$ cat config.mk
export PLATFORM = sky130hd
export DESIGN_NAME = serial_adder_controller
export DESIGN_NICKNAME = d
export VERILOG_FILES = /design/src/rtl/serial_adder_pkg.sv /design/src/rtl/serial_adder_controller_four_bit_adder.sv /design/src/rtl/serial_adder_controller.sv
export SDC_FILE = /design/constraint.sdc
export NUM_CORES = 1
export LEC_CHECK = 0
export ABC_AREA = 1
export BUFFER_PORTS_ARGS = -buffer_cell sky130_fd_sc_hd__buf_2
export CAP_MARGIN = 20
export CELL_PAD_IN_SITES_DETAIL_PLACEMENT = 1
export CELL_PAD_IN_SITES_GLOBAL_PLACEMENT = 1
export CORE_UTILIZATION = 38
export DETAILED_ROUTE_END_ITERATION = 16
export GPL_ROUTABILITY_DRIVEN = 0
export PLACE_DENSITY_LB_ADDON = 0.1
export SETUP_SLACK_MARGIN = 0.05
export SYNTH_ARGS = -nofsm -noshare
export SYNTH_HDL_FRONTEND = slang
export SYNTH_SLANG_ARGS = --single-unit
$ cat constraint.sdc
create_clock -name clk -period 3.34 [get_ports clk]
set_input_delay 0.668 -clock clk [delete_from_list [all_inputs] [get_ports clk]]
set_output_delay 0.668 -clock clk [all_outputs]
set_load 0.05 [all_outputs]
$ cat src/rtl/serial_adder_pkg.sv
// serial_adder_pkg
// Shared types and sizing helpers for the nibble-serial adder controller.
//   state_t    : controller FSM encoding (IDLE, RUN, DONE)
//   NIBBLE_W   : width of the shared adder slice
//   nib_count  : number of nibbles in an operand of a given width
//   idx_width  : width of the nibble index counter (at least 1 bit)
package serial_adder_pkg;

   typedef enum logic [1:0] {
      IDLE = 2'd0,
      RUN  = 2'd1,
      DONE = 2'd2
   } state_t;

   localparam int NIBBLE_W = 4;

   function automatic int nib_count(input int width);
      return width / NIBBLE_W;
   endfunction

   function automatic int idx_width(input int width);
      int n;
      n = width / NIBBLE_W;
      return (n > 1) ? $clog2(n) : 1;
   endfunction

endpackage

$ cat src/rtl/serial_adder_controller_four_bit_adder.sv
// four_bit_adder
// Plain 4-bit ripple-carry adder used as the shared datapath slice.
// Ports:
//   a, b      : nibble operands
//   cin       : carry in
//   sum       : nibble sum
//   cout      : carry out of bit 3
//   overflow  : carry into bit 3 XOR carry out of bit 3 (signed overflow
//               when this slice holds the operand MSB)
module four_bit_adder (
   input  logic [3:0] a,
   input  logic [3:0] b,
   input  logic       cin,
   output logic [3:0] sum,
   output logic       cout,
   output logic       overflow
);

   logic [4:0] c;

   always_comb begin
      c    = '0;
      sum  = '0;
      c[0] = cin;
      for (int i = 0; i < 4; i++) begin
         sum[i]   = a[i] ^ b[i] ^ c[i];
         c[i + 1] = (a[i] & b[i]) | (a[i] & c[i]) | (b[i] & c[i]);
      end
   end

   assign cout     = c[4];
   assign overflow = c[3] ^ c[4];

endmodule

$ cat src/rtl/serial_adder_controller.sv
// serial_adder_controller
// Sequences one shared 4-bit adder to add or subtract WIDTH-bit operands,
// one nibble per clock, least-significant nibble first.
// Optional feature macro: SERIAL_ADDER_SAT_EN (adds the sat port and the
// signed-overflow clamp applied when the result is produced).
// Ports:
//   clk, rst            : clock, synchronous active-high reset
//   in_valid, in_ready  : operand handshake (a, b, sub [, sat])
//   a, b                : WIDTH-bit operands
//   sub                 : 0 = a+b, 1 = a-b
//   sat                 : clamp on signed overflow (SERIAL_ADDER_SAT_EN only)
//   out_valid, out_ready: result handshake
//   result              : sum / difference
//   carry_out           : MSB carry out (for sub, 1 = no borrow)
//   overflow            : signed overflow of the raw result
//   busy                : operation in flight or awaiting consumption
//
// state | meaning
// IDLE  | in_ready high, waiting for an operation
// RUN   | one nibble added per clock, idx selects the nibble
// DONE  | out_valid high, result held until out_ready
module serial_adder_controller
   import serial_adder_pkg::*;
#(
   parameter int WIDTH = 16
) (
   input  logic             clk,
   input  logic             rst,
   input  logic             in_valid,
   output logic             in_ready,
   input  logic [WIDTH-1:0] a,
   input  logic [WIDTH-1:0] b,
   input  logic             sub,
`ifdef SERIAL_ADDER_SAT_EN
   input  logic             sat,
`endif
   output logic             out_valid,
   input  logic             out_ready,
   output logic [WIDTH-1:0] result,
   output logic             carry_out,
   output logic             overflow,
   output logic             busy
);

   localparam int NIB   = nib_count(WIDTH);
   localparam int IDX_W = idx_width(WIDTH);
   localparam logic [IDX_W-1:0] IDX_LAST = IDX_W'(NIB - 1);

   state_t               state;
   logic [WIDTH-1:0]     a_r;
   logic [WIDTH-1:0]     b_r;
   logic                 carry_r;
   logic [IDX_W-1:0]     idx;
`ifdef SERIAL_ADDER_SAT_EN
   logic                 sat_r;
`endif

   logic [NIBBLE_W-1:0]  nib_a;
   logic [NIBBLE_W-1:0]  nib_b;
   logic [NIBBLE_W-1:0]  nib_sum;
   logic                 nib_cout;
   logic                 nib_ovf;
   logic [WIDTH-1:0]     sum_placed;

   // Shift the operand down so the selected nibble lands in the low bits;
   // avoids an out-of-range part-select when WIDTH == 4.
   assign nib_a = NIBBLE_W'(a_r >> (NIBBLE_W * idx));
   assign nib_b = NIBBLE_W'(b_r >> (NIBBLE_W * idx));

   // result is cleared at acceptance, so OR-ing each placed nibble in
   // assembles result[4*idx +: 4] without a variable part-select write.
   assign sum_placed = WIDTH'(nib_sum) << (NIBBLE_W * idx);

   four_bit_adder u_adder (
      .a        (nib_a),
      .b        (nib_b),
      .cin      (carry_r),
      .sum      (nib_sum),
      .cout     (nib_cout),
      .overflow (nib_ovf)
   );

   always_ff @(posedge clk) begin
      if (rst) begin
         state     <= IDLE;
         in_ready  <= 1'b1;
         out_valid <= 1'b0;
         busy      <= 1'b0;
         result    <= '0;
         carry_out <= 1'b0;
         overflow  <= 1'b0;
         a_r       <= '0;
         b_r       <= '0;
         carry_r   <= 1'b0;
         idx       <= '0;
`ifdef SERIAL_ADDER_SAT_EN
         sat_r     <= 1'b0;
`endif
      end else begin
         case (state)
            IDLE: begin
               if (in_valid) begin
                  a_r      <= a;
                  // Subtraction as a + ~b + 1: the +1 enters as carry in.
                  b_r      <= sub ? ~b : b;
                  carry_r  <= sub;
                  idx      <= '0;
                  result   <= '0;
`ifdef SERIAL_ADDER_SAT_EN
                  sat_r    <= sat;
`endif
                  state    <= RUN;
                  in_ready <= 1'b0;
                  busy     <= 1'b1;
               end
            end

            RUN: begin
               result  <= result | sum_placed;
               carry_r <= nib_cout;
               if (idx == IDX_LAST) begin
                  carry_out <= nib_cout;
                  overflow  <= nib_ovf;
                  state     <= DONE;
                  out_valid <= 1'b1;
`ifdef SERIAL_ADDER_SAT_EN
                  // Raw MSB set on overflow means the true result was positive.
                  if (sat_r && nib_ovf) begin
                     result <= nib_sum[NIBBLE_W-1] ? {1'b0, {(WIDTH-1){1'b1}}}
                                                   : {1'b1, {(WIDTH-1){1'b0}}};
                  end
`endif
               end else begin
                  idx <= idx + IDX_W'(1);
               end
            end

            DONE: begin
               if (out_ready) begin
                  state     <= IDLE;
                  out_valid <= 1'b0;
                  in_ready  <= 1'b1;
                  busy      <= 1'b0;
               end
            end

            default: begin
               state     <= IDLE;
               out_valid <= 1'b0;
               in_ready  <= 1'b1;
               busy      <= 1'b0;
            end
         endcase
      end
   end

endmodule

==> results.txt <==
----------------------------------------------------
[Final layout]
  Area taken by multi-input logic gates ... around 1300 sq um
  Number of antenna repair diodes ... 0
  Storage element area ... 1160 sq um
  Total number of nets in the final design ... 450
  Fillcell total ... 900
  Synthesis-to-finish area growth ... 19.0%
  Area of all placed cells without fillers ... about 3200 sq um
  Share of post-route cells with drive strength above 1 ... 20.6%

[Clock tree]
  Maximum buffer depth of the clock tree ... 2
  Count of clock tree sinks ... just under 60
  Clock transition at the registers of the reported paths ... 0.07 ns
  Clock insertion delay at the later pin of the skew report ... 0.34 ns
  Clock tree root driver cell ... clkbuf_8
  H-tree depth ... 3
  Number of hold-repair buffers added at the cts stage ... 0
  Number of cells upsized or downsized after cts ... 0
  Total clock buffers created by CTS ... 9
  TritonCTS clock tree ... built
  Post CTS Setup Buffer Count ... 0

[Timing]
  Final TNS setup ... 0 ns
  Final Critical Period ... 3.04 ns
  Highest Clock Rate ... 329 MHz
  Endpoints failing setup ... 0
  Period Utilization, post-route ... 91.0%
  RSZ-0062 raised after global routing ... false
  Final Max Slew Viols ... 0
  Relative slew slack ... 42.3%
  Worst-case clock skew ... between 0.007 and 0.008 ns
  Number of endpoints with negative hold slack in the final report ... 0
  Post-layout worst setup margin ... 0.300 ns
  Transition at the pin with the smallest max-transition slack ... 0.864 ns

[Yosys]
  Sequential fraction of the synthesis area ... 43.5%
  Mapped Cells ... 360
  Yosys warning total ... 0
  Share of synthesized registers carrying an async set or reset ... 0%
  Number of synthesized flops with an enable pin ... 0
  Dominant cells by area after synthesis ... dfxtp_1 (43%), nor2_1 (11%), o21ai_0 (8.6%)
  Leading register cell type out of synthesis ... dfxtp_1
  Synth Cell Area ... 2670 sq um
  Post-synth cell types ... 26
  Biggest area consumer among synthesized cells ... dfxtp_1
  Share of the synthesized area in the top cell type ... 43.5%
  Mean instance size in the synthesized netlist ... 7.42 sq um
  Count of state elements after synthesis ... 58
  Mapped Nets ... 402

[Run status]
  Outcome ... complete, no violations

[Critical path]
  Required time at the endpoint of the critical path ... 3.57 ns
  Cell type of the slowest stage on the worst timing path ... fa_1
  Top cell by count, worst path ... fa_1
  Crit path capture type ... flop
  Critical path data arrival time ... 3.27 ns
  Cell chain of the critical path ... inv_2 > o21ai_0 > o22ai_1 > fa_1 > inv_1 > fa_1 > fa_1 > inv_1 > fa_1 > nand2_1 > nor2_1 > o21ai_0 > nor2_1
  Nature of the critical path startpoint ... flop
  Largest fanout of any net on the critical path ... 16
  Critical setup path kind ... flop to flop
  Maximum cell stage delay along the critical path ... 0.46 ns

[Place]
  Buffers added on ports ... 57
  Area after DPL ... 2980 sq um
  Pre-CTS WS ... 0.317 ns
  HPWL after DPL ... ~4.8 mm

[Global route]
  Overall global routing resource usage ... 20.5%
  Initial antenna violation count ... 0
  Aggregate global routing overflow ... 0
  Number of global-route vias before repair ... 2411
  Global-route wire length before repair ... between 10 and 15 mm
  Maximum number of pins on one net before global-route repair ... 35

[Die]
  Number of I/O pins ... 58
  Number of cell rows ... 30
  Starting Density ... roughly two fifths
  Die width ... 85.8 um
  Core area ... around 6800 sq um
  Die Area ... 7370 sq um
  Vert. Die Dim ... 85.8 um

[Drt]
  Vias/cell ... 4.89
  Vias after detailed routing ... around 2500
  Post-detailed-routing wire length ... 6.93 mm
  Drt first pass iters ... 4
  Starting DRT DRC Count ... around 70
  DRC errors left ... 0
  Antenna Nets Post-Route ... 0
  Detailed-route wire length per cell ... about 14 um

[Power]
  IR drop worst, VDD ... 233 uV
  Overall power ... around 0.0018 W
  Cell area power density ... 568 nW/um^2
  Static leakage ... about 1.4 nW

[Run]
  Max Cap Violations ... 0

[Worst hold path]
  Hold Path Class ... flop to flop

----------------------------------------------------
logic make-up (layout without fill, tap and decap cells):
group	count (synthesis)	count (layout)	share of synthesized area, %
AND/OR/NAND/NOR	141	141	20.6
XOR/XNOR	17	17	5.58
adder cells (fa/ha/maj)	5	5	3.47
flip-flops	58	58	43.5
buffers and inverters	41	94	7.40
AO/OA/AOI/OAI	98	98	19.4
sequential cells by signal (all words and copies together), names as in the netlist:
name       flops
a_r           16
b_r           16
busy           1
carry_out      1
carry_r        1
idx            2
in_ready       1
out_valid      1
overflow       1
result        16
state          2
synthesized netlist by cell type (2+ instances only):
cell / instances
inv_2: 4
fa_1: 4
xor2_1: 16
nand2_1: 51
nand3_1: 2
o21ai_0: 46
o22ai_1: 4
o22a_1: 4
a21oi_1: 38
nor2_1: 78
buf_4: 5
nor3_1: 6
inv_1: 12
buf_2: 13
dfxtp_1: 58
a31oi_1: 4
nand2_2: 2
clkbuf_1: 5
cell usage in the layout (no fill, tap or decap), types with 2 or more instances in the layout:
cell type / instances
clkbuf_8: 14
inv_1: 12
a21oi_1: 38
nor3_1: 6
nor2_1: 78
o22ai_1: 4
dfxtp_1: 58
buf_4: 5
o22a_1: 4
inv_2: 4
nand2_1: 51
fa_1: 4
buf_2: 57
nand3_1: 2
xor2_1: 16
nand2_2: 2
a31oi_1: 4
o21ai_0: 46
where the power goes:
part           internal, W  leakage, nW  total (W)  switching (W)
clock network     0.000370        0.106   0.000649       0.000278
logic             0.000137        0.798   0.000386       0.000249
registers         0.000738        0.475   0.000770      0.0000325
cell type report:
class                           count  area share (%)
Multi-Input combinational cell    261            41.3
Sequential cell                    58            36.5
Timing Repair Buffer               62            10.2
Clock buffer                       15            6.18
Tap cell                           96            3.78
Inverter                           16            1.89
Clock inverter                      1           0.158
worst max-delay path: cells and delay by family, from the launching register on:
| family | cells | cell delay [ns] |
|---|---|---|
| and+or+nand+nor | 3 | 0.23 |
| adders and majority gates | 4 | 1.45 |
| DFF | 1 | 0.40 |
| AOI/OAI and AO/OA | 3 | 0.47 |
| buffers and inverters | 3 | 0.39 |
path summary, 6_finish.rpt:
check / from / endpoint / slack [ns] / cells after the start
setup / recovery: idx[1] / result[11] / 0.30 / 13
hold / removal: in_ready / in_ready / 0.46 / 2
setup reg to reg: idx[1] / result[11] / 0.30 / 13
hold reg to reg: in_ready / in_ready / 0.46 / 2
layer usage:
metal	track usage (%)	part of all wire [%]
met1	25.5	49
met2	34.0	46
met4	9.39	2.0
met3	4.52	2.9
met5	0	0
stage by stage:
step | hold WS, ns | util, % | cells
after CTS | 0.459 | 46.8 | 509
after floorplan | 0.441 | - | 360
after detailed placement | 0.442 | 43.8 | 493
after global placement | 0.440 | 43.8 | 493
final | 0.461 | 46.8 | 509
after global routing | 0.494 | 46.8 | 509
No activity file was read; power rests on OpenSTA's default activity.
